$ cat src/rtl/pmt_gated_counter_pkg.sv
// Shared types and constants for the PMT gated photon counter family.
package pmt_pkg;

   localparam int DEF_WIDTH  = 16;
   localparam int DEF_GATE_W = 24;

   localparam logic DIR_UP   = 1'b0;
   localparam logic DIR_DOWN = 1'b1;

   typedef enum logic [1:0] {
      IDLE  = 2'd0,
      COUNT = 2'd1,
      HOLD  = 2'd2
   } pmt_state_e;

endpackage

$ cat src/rtl/pmt_gated_counter_if.sv
// Control, pulse input and result handshake bundle of the PMT gated counter.
interface pmt_gated_counter_if #(
   parameter int WIDTH  = pmt_pkg::DEF_WIDTH,
   parameter int GATE_W = pmt_pkg::DEF_GATE_W
);
   logic              pmt_in;
   logic              start;
   logic [GATE_W-1:0] gate_len;
   logic              dir;
   logic              saturate;
   logic              load;
   logic [WIDTH-1:0]  load_val;
   logic              busy;
   logic [WIDTH-1:0]  out_count;
   logic              overflow;
   logic              out_valid;
   logic              out_ready;

   modport master (
      output pmt_in, start, gate_len, dir, saturate, load, load_val, out_ready,
      input  busy, out_count, overflow, out_valid
   );

   modport slave (
      input  pmt_in, start, gate_len, dir, saturate, load, load_val, out_ready,
      output busy, out_count, overflow, out_valid
   );
endinterface

$ cat src/rtl/pmt_gated_counter_pulse_sync.sv
// Multi-flop synchroniser for an asynchronous PMT line followed by a rising-edge
// detector; o_pulse is high for one cycle per synchronised rise (SYNC_STAGES >= 2).
module pmt_pulse_sync #(
   parameter int SYNC_STAGES = 2
) (
   input  logic clk,
   input  logic reset,
   input  logic i_async,
   output logic o_pulse
);
   logic [SYNC_STAGES-1:0] r_sync;
   logic                   r_sync_d;

   // Synchroniser chain plus one delayed copy of its last stage for edge detection.
   always_ff @(posedge clk) begin
      if (reset) begin
         r_sync   <= {SYNC_STAGES{1'b0}};
         r_sync_d <= 1'b0;
      end else begin
         r_sync   <= {r_sync[SYNC_STAGES-2:0], i_async};
         r_sync_d <= r_sync[SYNC_STAGES-1];
      end
   end

   assign o_pulse = r_sync[SYNC_STAGES-1] & ~r_sync_d;

endmodule

$ cat src/rtl/pmt_gated_counter.sv
// Gated PMT photon counter: counts synchronised pmt_in rises during a programmable
// window, up or down from a preset, and offers the result on valid/ready.
module pmt_gated_counter
   import pmt_pkg::*;
#(
   parameter int WIDTH       = DEF_WIDTH,
   parameter int GATE_W      = DEF_GATE_W,
   parameter int SYNC_STAGES = 2
) (
   input logic                clk,
   input logic                reset,
   pmt_gated_counter_if.slave pmt_bus
);
   localparam logic [WIDTH-1:0]  ACC_ZERO = {WIDTH{1'b0}};
   localparam logic [WIDTH-1:0]  ACC_ONE  = {{(WIDTH-1){1'b0}}, 1'b1};
   localparam logic [WIDTH-1:0]  ACC_MAX  = {WIDTH{1'b1}};
   localparam logic [GATE_W-1:0] GATE_ZERO = {GATE_W{1'b0}};
   localparam logic [GATE_W-1:0] GATE_ONE  = {{(GATE_W-1){1'b0}}, 1'b1};

   pmt_state_e        r_state;
   logic [WIDTH-1:0]  r_preset;
   logic [WIDTH-1:0]  r_acc;
   logic [GATE_W-1:0] r_gate_cnt;
   logic              r_dir;
   logic              r_sat;
   logic [WIDTH-1:0]  r_out_count;
   logic              r_overflow;
   logic              r_out_valid;
   logic              r_busy;

   logic              w_pulse;
   logic [WIDTH-1:0]  w_acc_next;
   logic              w_bound;
   logic [WIDTH-1:0]  w_start_val;

   pmt_pulse_sync #(
      .SYNC_STAGES (SYNC_STAGES)
   ) u_pulse_sync (
      .clk     (clk),
      .reset   (reset),
      .i_async (pmt_bus.pmt_in),
      .o_pulse (w_pulse)
   );

   // A load in the same cycle as start takes effect as the window's start value.
   assign w_start_val = pmt_bus.load ? pmt_bus.load_val : r_preset;

   // One-step accumulator update with bound detection and clamp/wrap selection.
   always_comb begin
      w_acc_next = r_acc;
      w_bound    = 1'b0;
      if (!w_pulse) begin
         w_acc_next = r_acc;
      end else if (r_dir == DIR_UP) begin
         if (r_acc == ACC_MAX) begin
            w_bound    = 1'b1;
            w_acc_next = r_sat ? ACC_MAX : ACC_ZERO;
         end else begin
            w_acc_next = r_acc + ACC_ONE;
         end
      end else begin
         if (r_acc == ACC_ZERO) begin
            w_bound    = 1'b1;
            w_acc_next = r_sat ? ACC_ZERO : ACC_MAX;
         end else begin
            w_acc_next = r_acc - ACC_ONE;
         end
      end
   end

   // Window control FSM with all outputs registered.
   always_ff @(posedge clk) begin
      if (reset) begin
         r_state     <= IDLE;
         r_preset    <= ACC_ZERO;
         r_acc       <= ACC_ZERO;
         r_gate_cnt  <= GATE_ZERO;
         r_dir       <= DIR_UP;
         r_sat       <= 1'b0;
         r_out_count <= ACC_ZERO;
         r_overflow  <= 1'b0;
         r_out_valid <= 1'b0;
         r_busy      <= 1'b0;
      end else begin
         case (r_state)
            IDLE: begin
               if (pmt_bus.load) begin
                  r_preset <= pmt_bus.load_val;
               end
               if (pmt_bus.start) begin
                  r_overflow <= 1'b0;
                  r_busy     <= 1'b1;
                  if (pmt_bus.gate_len != GATE_ZERO) begin
                     r_acc      <= w_start_val;
                     r_gate_cnt <= pmt_bus.gate_len;
                     r_dir      <= pmt_bus.dir;
                     r_sat      <= pmt_bus.saturate;
                     r_state    <= COUNT;
                  end else begin
                     r_out_count <= w_start_val;
                     r_out_valid <= 1'b1;
                     r_state     <= HOLD;
                  end
               end
            end
            COUNT: begin
               r_acc      <= w_acc_next;
               r_gate_cnt <= r_gate_cnt - GATE_ONE;
               if (w_bound) begin
                  r_overflow <= 1'b1;
               end
               // Last gate cycle: its pulse is folded into the latched result.
               if (r_gate_cnt == GATE_ONE) begin
                  r_out_count <= w_acc_next;
                  r_out_valid <= 1'b1;
                  r_state     <= HOLD;
               end
            end
            HOLD: begin
               if (pmt_bus.out_ready) begin
                  r_out_valid <= 1'b0;
                  r_busy      <= 1'b0;
                  r_state     <= IDLE;
               end
            end
            default: begin
               r_state     <= IDLE;
               r_out_valid <= 1'b0;
               r_busy      <= 1'b0;
            end
         endcase
      end
   end

   assign pmt_bus.busy      = r_busy;
   assign pmt_bus.out_count = r_out_count;
   assign pmt_bus.overflow  = r_overflow;
   assign pmt_bus.out_valid = r_out_valid;

endmodule

$ cat src/flat_wrapper.sv
// flat-port wrapper written by rule: the top's interface ports become plain ports
module pmt_gated_counter_flat import pmt_pkg::*;
#(
   parameter int WIDTH       = DEF_WIDTH,
   parameter int GATE_W      = DEF_GATE_W,
   parameter int SYNC_STAGES = 2
)
  (clk, reset, pmt_bus_pmt_in, pmt_bus_start, pmt_bus_gate_len, pmt_bus_dir, pmt_bus_saturate, pmt_bus_load, pmt_bus_load_val, pmt_bus_out_ready, pmt_bus_busy, pmt_bus_out_count, pmt_bus_overflow, pmt_bus_out_valid);
  pmt_gated_counter_if #(.WIDTH(WIDTH), .GATE_W(GATE_W)) pmt_bus_i ();
  input logic clk;
  input logic reset;
  input wire logic [$bits(pmt_bus_i.pmt_in)-1:0] pmt_bus_pmt_in;
  input wire logic [$bits(pmt_bus_i.start)-1:0] pmt_bus_start;
  input wire logic [$bits(pmt_bus_i.gate_len)-1:0] pmt_bus_gate_len;
  input wire logic [$bits(pmt_bus_i.dir)-1:0] pmt_bus_dir;
  input wire logic [$bits(pmt_bus_i.saturate)-1:0] pmt_bus_saturate;
  input wire logic [$bits(pmt_bus_i.load)-1:0] pmt_bus_load;
  input wire logic [$bits(pmt_bus_i.load_val)-1:0] pmt_bus_load_val;
  input wire logic [$bits(pmt_bus_i.out_ready)-1:0] pmt_bus_out_ready;
  output wire logic [$bits(pmt_bus_i.busy)-1:0] pmt_bus_busy;
  output wire logic [$bits(pmt_bus_i.out_count)-1:0] pmt_bus_out_count;
  output wire logic [$bits(pmt_bus_i.overflow)-1:0] pmt_bus_overflow;
  output wire logic [$bits(pmt_bus_i.out_valid)-1:0] pmt_bus_out_valid;
  assign pmt_bus_i.pmt_in = pmt_bus_pmt_in;
  assign pmt_bus_i.start = pmt_bus_start;
  assign pmt_bus_i.gate_len = pmt_bus_gate_len;
  assign pmt_bus_i.dir = pmt_bus_dir;
  assign pmt_bus_i.saturate = pmt_bus_saturate;
  assign pmt_bus_i.load = pmt_bus_load;
  assign pmt_bus_i.load_val = pmt_bus_load_val;
  assign pmt_bus_i.out_ready = pmt_bus_out_ready;
  assign pmt_bus_busy = pmt_bus_i.busy;
  assign pmt_bus_out_count = pmt_bus_i.out_count;
  assign pmt_bus_overflow = pmt_bus_i.overflow;
  assign pmt_bus_out_valid = pmt_bus_i.out_valid;
  pmt_gated_counter #(.WIDTH(WIDTH), .GATE_W(GATE_W), .SYNC_STAGES(SYNC_STAGES)) u_core (.clk(clk), .reset(reset), .pmt_bus(pmt_bus_i));
endmodule
$ cat config.mk
export PLATFORM = sky130hd
export DESIGN_NAME = pmt_gated_counter_flat
export DESIGN_NICKNAME = d
export VERILOG_FILES = /design/src/rtl/pmt_gated_counter_pkg.sv /design/src/rtl/pmt_gated_counter_if.sv /design/src/rtl/pmt_gated_counter_pulse_sync.sv /design/src/rtl/pmt_gated_counter.sv /design/src/flat_wrapper.sv
export SDC_FILE = /design/constraint.sdc
export NUM_CORES = 1
export LEC_CHECK = 0
export ABC_AREA = 0
export ABC_CLOCK_PERIOD_IN_PS = 3800
export CELL_PAD_IN_SITES_DETAIL_PLACEMENT = 1
export CELL_PAD_IN_SITES_GLOBAL_PLACEMENT = 1
export CORE_UTILIZATION = 44
export DETAILED_ROUTE_END_ITERATION = 8
export MAX_ROUTING_LAYER = met4
export PLACE_DENSITY_LB_ADDON = 0.1
export SLEW_MARGIN = 5
export SYNTH_ARGS = -nofsm -noshare
export SYNTH_HDL_FRONTEND = slang
export SYNTH_SLANG_ARGS = --single-unit
$ cat constraint.sdc
create_clock -name clk -period 3.8 [get_ports clk]
set_input_delay 0.76 -clock clk [delete_from_list [all_inputs] [get_ports clk]]
set_output_delay 0.76 -clock clk [all_outputs]
set_load 0.05 [all_outputs]
==> metrics.md <==
| Metric | Value |
|---|---|
| Outcome | `finished clean` |
| Final GP Congestion | `1.00` |
| Worst setup SP type | `flip-flop` |
| Critical setup path kind | `reg -> reg` |
| Area Growth Syn to Fin | `20.1%` |
| Chip Height | `108 um` |
| WL per Instance | `20.7 um` |
| Overflow after GRT | `0` |
| CTS Buffer Depth | `2` |
| Leakage power | `2.09 nW` |
| Vias per std cell | `6.31` |
| Clock Sinks | `82` |
| Residual DRC count | `0` |
| Post-CTS resize count | `0` |
| Crit path time final | `2.76 ns` |
| Crit-path slowest cell | `a21oi_1` |
| Setup Buffers After CTS | `0` |
| Clock share of power | `33.5%` |
| Worst path depth | `7` |
| Cell-internal power | `1.62 mW` |
| Ports | `67` |
| Root Driver | `clkbuf_8` |
| Post-route clock period utilization | `72.6%` |
| Setup crit end | `u_core.r_acc[7]` |
| Worst Clk Skew | `0.00754 ns` |
| WP buf/inv | `0` |
| Asr flop ratio synth | `0%` |
| Post-Syn Area | `4940 um^2` |
| Area share of the largest cell type after synthesis | `33.3%` |
| Biggest area consumer among synthesized cells | `dfxtp_1` |
| # nets final | `750` |
| CP max FO | `13` |
| Fillcell total | `1379` |
| Die Footprint | `11600 um^2` |
| Slew headroom | `24.6%` |
| Largest net degree at the start of global routing | `68` |
| DR pass1 iterations | `5` |
| Max-slew violations | `0` |
| FF-to-FF Start | `u_core.r_acc[1]` |
| Synthesized Nets | `709` |
| P per Cell Area | `407 nW/um^2` |
| MaxCap Viol Count | `0` |
| Sequential fraction of design power | `41.6%` |
| Netlist cell types | `70` |
| Comb power frac | `24.9%` |
| Fraction of layout cells with a size suffix above 1 | `7.98%` |
| Max Clock Freq | `0.362 GHz` |
| Fin. Hold Viols | `0` |
| Top FF cell, synth | `dfxtp_1` |
| Yosys warnings | `0` |
| Net Sw Power | `0.790 mW` |
| GRT Total Usage | `31.8%` |
| Top post-synthesis cells by area | `dfxtp_1, a21oi_1, nand2_1, nor2_1, mux2i_1` |
| Sequential fraction of the synthesis area | `33.3%` |
| Final WL | `17.5 mm` |
| Net Sw Frac | `32.7%` |
| Crit path launch | `u_core.r_acc[1]` |
| Setup total negative slack | `0 ns` |
| CP Capture Type | `flip-flop` |
| Total CTS buffers | `9` |
| Clock Latency Late Sink | `0.37 ns` |
| First-pass GRT wire length | `27.8 mm` |
| RSZ-0062 raised after global routing | `false` |
| Req. time, crit path | `4.04 ns` |
| Post-route ant nets | `0` |
| Vias in the first global route | `5305` |
| Die width | `108 um` |
| Iteration-0 DRC count of the detailed router | `431` |
| R2R Path End | `u_core.r_acc[7]` |
| Hpwl dp | `12.6 mm` |
| Worst EP arrival | `3.00 ns` |
| Starting Density | `45.3%` |
| Port Buffers | `66` |
| Multi-input gate area | `3040 um^2` |
| Synth Register Bits | `82` |
| Slew @ Worst Pin | `1.13 ns` |
| Synthesized instance count | `656` |
| CTS tree | `done` |
| Worst VDD drop | `0.280 mV` |
| Reg2reg path depth | `7` |
| CP max stage delay | `0.90 ns` |
| Setup slack, reg-to-reg | `1.04 ns` |
| Fin util | `54.5%` |
| Via Count | `5313` |
| Total area of sequential cells | `1640 um^2` |
| Clock transition at path regs | `0.09 ns` |
| CTS HTree Levels | `3` |
| Hold Path Class | `reg -> reg` |
| Setup Viol. Count Final | `0` |
| EDFF count, synth | `0` |
| # rows | `38` |
| Antenna Diode Count | `0` |
| Initial antenna violation count | `0` |
| Crit-path cells | `ha_1 > nand4_1 > nor4_4 > a21oi_1 > o21ai_0 > a221oi_1 > o32ai_1` |
| Mean post-synth cell area | `7.52 um^2` |
| Largest delay contributor family on the critical path | `compound AO/OA/AOI/OAI gates` |
| Cts hold-fix bufs | `0` |
| Core area | `10900 um^2` |
-- worst register-to-register path, cell delays in order, from the launching register on --
cell      delay, ns
dfxtp_1        0.44
ha_1           0.29
nand4_1        0.16
nor4_4         0.05
a21oi_1        0.90
o21ai_0        0.22
a221oi_1       0.40
o32ai_1        0.16
-- synth_stat cells, types with 4 or more instances --
cell type,n
clkbuf_1,37
nor4_1,15
xnor2_1,5
a311oi_1,7
buf_2,9
a31oi_1,17
inv_1,8
a22oi_1,6
nand2_1,86
or4_1,6
nor2_1,54
o21ai_0,35
o21ai_1,10
dfxtp_1,82
nand2b_1,4
and2_1,4
or3_1,4
nor3_1,16
a211oi_1,5
nand3_1,32
a21oi_1,81
buf_1,4
mux2i_1,18
and3_1,7
ha_1,5
o211ai_1,10
nand4_1,7
xor2_1,7
nor2b_1,7
-- power groups by stage --
stage               registers (mW)  clock network, mW  logic [mW]
finish                        1.01              0.808       0.601
global placement              1.02                  0       0.568
detailed placement            1.02                  0       0.589
CTS                           1.00              0.822       0.594
global route                  1.01              0.851       0.657
floorplan                    0.974                  0       0.427
-- cells in the final DEF (no fill, tap or decap), types with 4 or more instances in the layout --
cell             count
xnor2_1              5
a22oi_1              6
nand3_1             32
inv_1                8
nand4_1              7
and2_1               4
a31oi_1             17
or4_1                6
or3_1                4
o21ai_1              9
nor4_1              15
o21ai_0             35
dfxtp_1             82
nor2b_1              6
a311oi_1             7
ha_1                 5
nand2_1             86
a21oi_1             81
nand2b_1             4
nor2_1              54
nor3_1              16
xor2_1               7
mux2i_1             18
buf_4               18
clkdlybuf4s50_1     65
and3_1               7
clkbuf_8            11
a211oi_1             5
o211ai_1            10
-- state kept, by name (all words and copies together), names as in the netlist, 2 cells and up --
signal,flops
u_core.r_acc,16
u_core.r_preset,16
u_core.u_pulse_sync.r_sync,2
u_core.pmt_bus.out_count,16
u_core.r_gate_cnt,24
u_core.r_state,2
-- kinds of logic after synthesis --
logic type                 share of synthesized area (%)
and+or+nand+nor                                     27.9
DFF                                                 33.3
adders and majority gates                           1.27
xor gates and xnor gates                            2.13
buffers and inverters                               5.30
AOI/OAI and AO/OA                                   26.1
muxes                                               4.11
-- stage by stage --
step	instance area (um^2)	instances	total power, mW	worst slack, ns	hold WS [ns]
2_1_floorplan	4940	656	1.40	1.51	0.414
3_3_place_gp	5680	826	1.59	0.868	0.429
3_5_place_dp	5680	826	1.61	0.732	0.442
4_1_cts	5930	842	2.42	1.08	0.454
5_1_grt	5930	842	2.52	0.844	0.478
6_report	5930	842	2.41	1.04	0.455
-- metal layers --
metal  vias to the layer above  share of wire (%)  track usage, %
li1                       2500                  -               -
met1                      2601                 47            43.2
met2                       188                 44            47.3
met3                        24                7.1            7.20
met4                         0                1.3            8.12
met5                         -                  0               -
-- worst min-delay path by stage --
stage | startpoint | to | slack [ns] | cells after the start
floorplan | u_core.u_pulse_sync.r_sync[0] | u_core.u_pulse_sync.r_sync[1] | 0.41 | 1
global placement | u_core.u_pulse_sync.r_sync[0] | u_core.u_pulse_sync.r_sync[1] | 0.43 | 1
detailed placement | u_core.r_preset[9] | u_core.r_preset[9] | 0.44 | 2
CTS | u_core.r_preset[9] | u_core.r_preset[9] | 0.45 | 2
global route | u_core.u_pulse_sync.r_sync[0] | u_core.u_pulse_sync.r_sync[1] | 0.48 | 1
finish | u_core.r_preset[9] | u_core.r_preset[9] | 0.45 | 2
-- cell type report --
type | count | share of cell area (%)
clock buffers | 12 | 2.62
inverters | 8 | 0.506
repair buffers | 84 | 13.3
multi-input cells | 512 | 51.3
flip-flops and latches | 82 | 27.7
clock inverters | 4 | 1.65
well taps | 140 | 2.95
No activity file was read; power rests on OpenSTA's default activity.
